## config.mk

```make
export PLATFORM = sky130hd
export DESIGN_NAME = hls_fp17_mul_chn_a_skid
export DESIGN_NICKNAME = d
export VERILOG_FILES = /design/src/rtl/hls_fp17_mul_chn_a_skid.sv
export SDC_FILE = /design/constraint.sdc
export NUM_CORES = 1
export LEC_CHECK = 0
export ABC_AREA = 1
export CORE_AREA = 2 2 97 99
export CTS_CLUSTER_SIZE = 12
export DETAILED_ROUTE_END_ITERATION = 7
export DIE_AREA = 0 0 99 101
export PLACE_DENSITY = 0.52
export RECOVER_POWER = 25
export SYNTH_ARGS = -nofsm -noshare
export SYNTH_HDL_FRONTEND = slang
export SYNTH_SLANG_ARGS = --single-unit
```

## constraint.sdc

```tcl
create_clock -name nvdla_core_clk -period 3.35 [get_ports nvdla_core_clk]
set_clock_uncertainty 0.1 [all_clocks]
set_input_delay 0.335 -clock nvdla_core_clk [delete_from_list [all_inputs] [get_ports nvdla_core_clk]]
set_output_delay 0.335 -clock nvdla_core_clk [all_outputs]
set_load 0.03 [all_outputs]
```

## src/rtl/hls_fp17_mul_chn_a_skid.sv

```systemverilog
// Two-entry skid FIFO feeding the fp17 multiplier channel-a operand wire.
// Ready and valid decode the occupancy flops only; lz never reaches prdy combinationally.
module hls_fp17_mul_chn_a_skid #(
   parameter int WIDTH = 17,
   parameter int CNTW  = 16
) (
   input  logic             nvdla_core_clk,
   input  logic             nvdla_core_rst,
   input  logic [WIDTH-1:0] chn_a_in_pd,
   input  logic             chn_a_in_valid,
   output logic             chn_a_in_prdy,
   output logic [WIDTH-1:0] chn_a_rsc_z,
   output logic             chn_a_rsc_vz,
   input  logic             chn_a_rsc_lz,
   output logic [1:0]       occ,
   output logic [CNTW-1:0]  xfer_cnt
);

   logic [WIDTH-1:0] r_mem [2];
   logic             r_wptr;
   logic             r_rptr;
   logic [1:0]       r_occ;
   logic [CNTW-1:0]  r_cnt;

   logic             w_push;
   logic             w_pop;
   logic             w_rd_idx;

   assign chn_a_in_prdy = (r_occ != 2'd2);
   assign chn_a_rsc_vz  = (r_occ != 2'd0);
   assign w_push        = chn_a_in_valid & chn_a_in_prdy;
   assign w_pop         = chn_a_rsc_vz & chn_a_rsc_lz;

   // When empty, show the most recently delivered entry so z holds its last value.
   assign w_rd_idx      = (r_occ == 2'd0) ? ~r_rptr : r_rptr;
   assign chn_a_rsc_z   = r_mem[w_rd_idx];

   assign occ           = r_occ;
   assign xfer_cnt      = r_cnt;

   always_ff @(posedge nvdla_core_clk or posedge nvdla_core_rst) begin
      if (nvdla_core_rst) begin
         for (int unsigned i = 0; i < 2; i++) begin
            r_mem[i] <= '0;
         end
         r_wptr <= 1'b0;
         r_rptr <= 1'b0;
         r_occ  <= 2'd0;
         r_cnt  <= '0;
      end else begin
         if (w_push) begin
            r_mem[r_wptr] <= chn_a_in_pd;
            r_wptr        <= ~r_wptr;
         end
         if (w_pop) begin
            r_rptr <= ~r_rptr;
            r_cnt  <= r_cnt + CNTW'(1);
         end
         if (w_push && !w_pop) begin
            r_occ <= r_occ + 2'd1;
         end else if (w_pop && !w_push) begin
            r_occ <= r_occ - 2'd1;
         end
      end
   end

endmodule

```

**Word-level counts from Yosys, hierarchy flattened**

Cells that the tools add are included.

- Bits in registers: 54
- Input bits: 21
- Output and inout bits: 37
- Word-level logic and storage cells: 36

- Add/sub/neg operators: 3
- Order comparisons: 3
- Equality and inequality tests: 1
- Mux-type cells: 9
- Bitwise operators: 6
- Reductions and logical operators: 8

Operators with widths:

| kind | count |
|---|---|
| $mux 17 | 4 |
| $bwmux 34 | 1 |
| $demux 17 s1 | 1 |
| $add 16x1->16 const B | 1 |
| $ge 2x2->1 const B | 2 |
| $mux 2 | 2 |
| $not 1->2 | 2 |
| $reduce_bool 2->1 | 2 |
| $logic_and 1x1->1 | 3 |
| $add 2x1->2 const B | 1 |
| $and 1x1->1 | 2 |
| $logic_not 1->1 | 2 |
| $logic_not 2->1 | 1 |
| $lt 2x1->1 const B | 1 |
| $ne 2x2->1 const B | 1 |
| $not 1->1 | 2 |
| $sub 2x1->2 const B | 1 |
| $mux 1 | 1 |

**Longest topological paths before layout**

Gate-level depths: netlist (run 1).

- Depth after elaboration: 6
- Depth in mapped cells: 8

**Worst setup path before layout (run 1)**

OpenSTA, ideal clock, no wires.

- Path kind: register to output
- Start point: register r_occ[1] (netlist: occ[1])
- End point: output port chn_a_rsc_z[10]
- Data arrival time: 1,800 ps
- Data required time: 2,915 ps
- Slack: 1,115 ps
- Stages on the path, launching flop included: 5
- Cell sequence: dfrtp_1 > nor2_1 > xor2_2 > clkbuf_1 > o21ai_0

- Longest elaborated chain between the ends: 6

Ends and longest elaborated chain:

| item | RTL line | text |
|---|---|---|
| start, declared | 22 | `logic [1:0] r_occ;` |
| start signal, assigned | 60 | `r_occ <= r_occ + 2'd1;` |
| start signal, assigned | 62 | `r_occ <= r_occ - 2'd1;` |
| $logic_not 2->1 | 35 | `assign w_rd_idx = (r_occ == 2'd0) ? ~r_rptr : r_rptr;` |
| $mux 1 | 35 |  |
| $not 1->2 (not written as such) | 36 | `assign chn_a_rsc_z = r_mem[w_rd_idx];` |
| $mux 17 (not written as such) (3 in a row) | 36 |  |
| end, declared | 12 | `output logic [WIDTH-1:0] chn_a_rsc_z,` |

Every way passes these cells. The select of a mux whose other input is x is not followed.

**Final worst setup path (run 1)**

- Start point: register r_occ[1] (netlist: occ[1])
- End point: output port chn_a_rsc_z[4]

The elaborated chain is that of the path after synthesis.

==> metrics.cfg, run 1 <==
[final_layout]
antenna_cells=0
fin_nets=393
final_layout_size_suffix_gt1_share_pct=8.65
syn_to_final_growth_pct=28.2

[floorplan]
rows=35
core_sq_um=8980
die_y_microns=101
start_util_pct=29.2
ioPinCount=58
die_area_sq_um=10000
fp.dieW_microns=99

[power]
pwr-share-comb_pct=57.0
p_clk_share_pct=10.7
seqPwrFrac_pct=32.3
leakagePower_nw=1.64
power.internal_mw=1.78
swShare_pct=45.9
p_per_area_nw_per_um2=980
switching_power_mw=1.51
ir_drop_v=0.000478

[clock_tree]
cts_setup_buffers=0
cts_buffers=5
cts.hold.buffers_added=0
clock_sinks=54
cts.path.max_buffers=2
cts_root_buf=clkbuf_8
insertion_delay_ns=0.30
tritoncts=done
clk_pin_slew_ns=0.10
post_cts_resized=0
htree_levels=2

[setup_path]
crit_chain=nor2_1 > xor2_2 > buf_4 > nand2_1 > o21ai_0 > clkdlybuf4s50_1
critPathTopFamily=buffers and inverters
path_class=flip-flop to output pin
cp_num_buf_inv=2
crit_path_top_delay_cell=clkdlybuf4s50_1
worstPathMaxFanout=34
crit_path_max_incr_delay_ns=0.73
startpoint_type=flip-flop
endpoint_kind=output pin
cp_data_required_time_ns=2.91
cp_data_arrival_time_ns=2.38

[synthesis]
ys.flop_type=dfrtp_1
synth_top_cell_by_area=dfrtp_1
synthTopCellsByArea=dfrtp_1, nand2_1, inv_1
synth.most_common_cell=nand2_1
synth-edff-count=0
syn_area_sq_um=2620
synth_top_area_share_pct=51.5
synth_area_per_cell_sq_um=8.38
synth_cell_type_count=24
synthTopCellsByCount=nand2_1, inv_1, dfrtp_1, o21ai_0, o21ai_2
ys_seq_area_share_pct=51.5
ys_ff_latch=54
synthArstFlopShare_pct=100
synthCells=313
synth_nets=336
yosys_warnings=0

[route]
vias=2041
drcViolationCount=0
wl_per_cell_microns=11.4
antenna_left=0
vias_per_cell=4.24
drt_iter0_drc=72
first_pass_iters=4
wl_mm=5.50

[timing]
fmax_ghz=0.355
fin_tns_setup_ns=0
whs_ns=0.389
rsz0062_at_grt=no
max_slew_margin_pct=7.43
hold_viol_final=0
setup_viol=0
fin_ws_ns=0.536
period_needed_ns=2.81
maxSlewViolCount=0
min_period_over_period_pct=84.0
worstMarginPinSlew_ns=1.39

[run]
maxCapViolations=0

[global_routing]
grt_use_total_pct=11.5
grt_max_degree=36
grt.overflow.total=0
grt_pass1_vias=2054
grt_pass1_wl_mm=9.46
antenna_found_initial=0

[min_path]
hp-class=flip-flop to flip-flop

[placement]
hpwl_mm=3.80
dp_slack_ns=0.832
place_congestion=0.811
port_buffers=57

[outcome]
status=complete, no violations

[layer usage]
layer | vias to the layer above | wire (microns) | GRT usage, %
met4 | 0 | 17 | 2.21
met2 | 45 | 2400 | 18.9
met5 | - | 0 | 0
met1 | 934 | 2820 | 15.8
li1 | 1060 | - | -
met3 | 2 | 259 | 2.50
[flip-flops by register name, summed over array words and instances, names as in the netlist]
signal	flops
r_wptr	1
r_mem	34
r_rptr	1
occ	2
xfer_cnt	16
[logic make-up (layout without fill, tap and decap cells)]
kind of cell / after synthesis / in the layout / synth area share (%)
AO/OA/AOI/OAI: 56 / 56 / 13.6
XOR/XNOR: 13 / 13 / 4.63
adder cells (fa/ha/maj): 2 / 2 / 0.954
buffers and inverters: 67 / 124 / 10.8
flip-flops: 54 / 54 / 51.5
AND/OR/NAND/NOR: 121 / 121 / 18.4
[per-stage QoR]
stage | utilization [%] | power, mW | cells | area [sq um]
floorplan | - | 2.33 | 313 | 2620
global placement | 36.6 | 2.98 | 474 | 3280
detailed placement | 36.6 | 2.99 | 474 | 3280
CTS | 37.5 | 3.36 | 481 | 3370
global route | 37.4 | 3.57 | 481 | 3360
finish | 37.4 | 3.29 | 481 | 3360
[worst paths after layout]
check	start	endpoint	depth (start not counted)	slack, ns
max in group asynchronous	nvdla_core_rst	r_mem[12]$_DFFE_PP0P_	3	1.26
min reg2reg	r_mem[25]$_DFFE_PP0P_	r_mem[25]$_DFFE_PP0P_	2	0.39
max reg2reg	occ[0]$_DFFE_PP0P_	r_mem[13]$_DFFE_PP0P_	4	1.45
min	r_mem[25]$_DFFE_PP0P_	r_mem[25]$_DFFE_PP0P_	2	0.39
min in group asynchronous	nvdla_core_rst	xfer_cnt[15]$_DFFE_PP0P_	2	0.77
max	occ[1]$_DFFE_PP0P_	chn_a_rsc_z[4]	6	0.54
[power by group through the flow]
stage / Sequential, mW / Combinational (mW) / Clock (mW)
floorplan: 1.14 / 1.19 / 0
global placement: 1.08 / 1.90 / 0
detailed placement: 1.08 / 1.92 / 0
CTS: 1.07 / 1.92 / 0.376
global route: 1.11 / 2.06 / 0.397
finish: 1.06 / 1.88 / 0.351
[area by class of cell]
class,instances,area [sq um]
timing repair buffer,60,589
sequential,54,1350
fill,941,5620
clock inverter,2,15.0
multi-input combinational,192,985
clock buffer,5,68.8
inverter,57,214
tap,111,139
[layout by cell type (no fill, tap or decap), types with 5 or more instances in the layout]
| cell type | count |
|---|---|
| clkdlybuf4s50_1 | 56 |
| clkbuf_8 | 5 |
| xnor2_1 | 5 |
| o21ai_0 | 35 |
| xor2_1 | 7 |
| o21ai_2 | 17 |
| dfrtp_1 | 54 |
| nand2_1 | 93 |
| nand3_1 | 7 |
| inv_1 | 55 |
| nor2_1 | 14 |
[tightest hold or removal path, stage by stage (launching register included)]
cell and delay, ns:
dfrtp_1 0.35, nand2_1 0.06, o21ai_2 0.05
Power figures use the tool's default switching activity.
==> inputs of run 2 (changes only) <==
--- a/config.mk
+++ b/config.mk
@@ -10,7 +10,7 @@
 export CTS_CLUSTER_SIZE = 12
 export DETAILED_ROUTE_END_ITERATION = 7
 export DIE_AREA = 0 0 99 101
-export PLACE_DENSITY = 0.52
+export PLACE_DENSITY = 0.54
 export RECOVER_POWER = 25
 export SYNTH_ARGS = -nofsm -noshare
 export SYNTH_HDL_FRONTEND = slang
==> constraint.sdc (replaced) <==
create_clock -name nvdla_core_clk -period 2.4 [get_ports nvdla_core_clk]
set_clock_uncertainty 0.1 [all_clocks]
set_input_delay 0.24 -clock nvdla_core_clk [delete_from_list [all_inputs] [get_ports nvdla_core_clk]]
set_output_delay 0.24 -clock nvdla_core_clk [all_outputs]
set_load 0.03 [all_outputs]
==> run 2 against run 1 <==
Sequential cell count is the same. First-iteration DRC count shrank 26%. Die area is the same. Via count shrank 0.83%. Highest routed layer unchanged. Clock-buffer cell count grew 1.
==> metrics.cfg, run 2 (synthesized netlist as in run 1, its figures left out) <==
[setup_path]
worstPathMaxFanout=34  ; unchanged
crit_path_max_incr_delay_ns=0.47  ; was 0.73 ns
cp_data_required_time_ns=2.06  ; was 2.91 ns
crit_chain=nor2_1 > xor2_2 > buf_6 > nand2_1 > o21ai_0 > buf_4  ; was nor2_1 > xor2_2 > buf_4 > nand2_1 > o21ai_0 > clkdlybuf4s50_1
crit_path_top_delay_cell=dfrtp_1  ; was clkdlybuf4s50_1
worstRegToRegCells=5  ; was 4
rr_startpoint=occ[1]$_DFFE_PP0P_  ; was occ[0]$_DFFE_PP0P_
regToRegSetupSlack_ns=0.62  ; was 1.45 ns
path_class=flip-flop to output pin  ; unchanged
cp_data_arrival_time_ns=1.83  ; was 2.38 ns
startpoint_type=flip-flop  ; unchanged
endpoint_kind=output pin  ; unchanged
reg2reg_to=r_mem[20]$_DFFE_PP0P_  ; was r_mem[13]$_DFFE_PP0P_

[timing]
setup_viol=0  ; unchanged
rsz0062_at_grt=no  ; unchanged
fmax_ghz=0.461
maxSlewViolCount=0  ; unchanged
fin_ws_ns=0.230  ; was 0.536 ns
worstMarginPinSlew_ns=1.34  ; was 1.39 ns
period_needed_ns=2.17
hold_viol_final=0  ; unchanged
min_period_over_period_pct=90.4
max_slew_margin_pct=10.7  ; was 7.43%
fin_tns_setup_ns=0  ; unchanged

[floorplan]
die_y_microns=101  ; unchanged
ioPinCount=58  ; unchanged
fp.dieW_microns=99  ; unchanged
rows=35  ; unchanged
core_sq_um=8980  ; unchanged
die_area_sq_um=10000  ; unchanged
start_util_pct=29.2  ; unchanged

[outcome]
status=complete, no violations  ; unchanged

[final_layout]
final_common_cell=nand2_1  ; unchanged
largest_register=r_mem  ; unchanged
fin_nets=393  ; unchanged
regArea_sq_um=1350  ; unchanged
mostFrequentLayoutCells=nand2_1, inv_1, dfrtp_1  ; was nand2_1, clkdlybuf4s50_1, inv_1
final_area_sq_um=3340  ; was 3360 sq um
multi_input_area_sq_um=987  ; was 985 sq um
final_layout_size_suffix_gt1_share_pct=14.0  ; was 8.65%
final_core_util_pct=37.2  ; was 37.4%
largest_reg_flops=34  ; unchanged
syn_to_final_growth_pct=27.3  ; was 28.2%
nFillCells=944  ; was 941
antenna_cells=0  ; unchanged

[run]
maxCapViolations=0  ; unchanged

[route]
antenna_left=0  ; unchanged
drt_iter0_drc=53  ; was 72
vias_per_cell=4.20  ; was 4.24
wl_mm=5.19  ; was 5.50 mm
wl_per_cell_microns=10.8  ; was 11.4 microns
first_pass_iters=4  ; unchanged
drcViolationCount=0  ; unchanged
vias=2024  ; was 2041

[min_path]
min-delay-start=r_mem[33]$_DFFE_PP0P_  ; was r_mem[25]$_DFFE_PP0P_
hp-class=flip-flop to flip-flop  ; unchanged
min_to=r_mem[33]$_DFFE_PP0P_  ; was r_mem[25]$_DFFE_PP0P_
hold_depth=2  ; unchanged

[clock_tree]
clock_sinks=54  ; unchanged
cts.path.max_buffers=2  ; unchanged
tritoncts=done  ; unchanged
insertion_delay_ns=0.30  ; about the same
cts_buffers=5  ; unchanged
clk_pin_slew_ns=0.10  ; about the same
htree_levels=2  ; unchanged
cts_root_buf=clkbuf_8  ; unchanged
cts_setup_buffers=0  ; unchanged

[power]
p_per_area_nw_per_um2=1360  ; was 980 nW/um^2
ir_drop_v=0.000483  ; was 0.000478 V
finalPower_mw=4.55  ; was 3.29 mW
leakagePower_nw=1.68  ; was 1.64 nW

[global_routing]
grt_pass1_vias=1975  ; was 2054
antenna_found_initial=0  ; unchanged
grt_pass1_wl_mm=9.08  ; was 9.46 mm
grt.overflow.total=0  ; unchanged
grt_use_total_pct=11.1  ; was 11.5%
grt_max_degree=55  ; was 36

[placement]
place_congestion=0.729  ; was 0.811
dp_slack_ns=0.374  ; was 0.832 ns
hpwl_mm=3.56  ; was 3.80 mm
dpl_cell_area_sq_um=3250  ; was 3280 sq um
port_buffers=57  ; unchanged

==> run 2: where the power goes <==
group          internal [mW]  switching, mW
logic                  0.931           1.60
registers               1.26          0.228
clock network          0.233          0.291
total                   2.43           2.12
==> run 2: layer usage <==
metal | track usage [%] | routed length [microns] | share of wire (%)
met3 | 2.84 | 280 | 5.4
met4 | 2.21 | 22 | 0.42
met1 | 15.1 | 2550 | 49
met5 | 0 | 0 | 0
met2 | 18.2 | 2340 | 45
==> run 2: cell type report <==
class	instances	area share, %
clock inverters	2	0.375
well taps	111	4.16
multi-input cells	192	29.6
inverters	57	6.41
repair buffers	60	16.5
flip-flops and latches	54	40.5
clock buffers	6	2.47
==> run 2: critical path: cells and delay by family (launching register included) <==
family	cells	cell delay, ns
flops	1	0.47
simple gates	2	0.30
buf+inv	2	0.47
compound gates	1	0.12
xor+xnor	1	0.17
==> run 2: what timing repair did <==
item	in CTS	in global routing
gates resized for setup	0	1
hold buffers	0	0
setup endpoints to repair	0	1
==> run 2: worst max-delay path by stage <==
stage / slack, ns / end / start / cells past startpoint
after floorplan: 0.26 / chn_a_rsc_z[10] / occ[1]$_DFFE_PP0P_ / 4
after global placement: 0.41 / r_mem[30]$_DFFE_PP0P_ / chn_a_in_valid / 6
after detailed placement: 0.37 / r_mem[20]$_DFFE_PP0P_ / chn_a_in_valid / 6
after CTS: 0.12 / chn_a_rsc_z[4] / occ[1]$_DFFE_PP0P_ / 6
after global routing: 0.07 / chn_a_rsc_z[2] / occ[1]$_DFFE_PP0P_ / 6
final: 0.23 / chn_a_rsc_z[4] / occ[1]$_DFFE_PP0P_ / 6
==> run 2: through the flow <==
step	hold slack [ns]	std cells
final	0.389	482
after global routing	0.397	482
after CTS	0.200	482
after detailed placement	0.368	474
after global placement	0.366	474
after floorplan	0.296	313
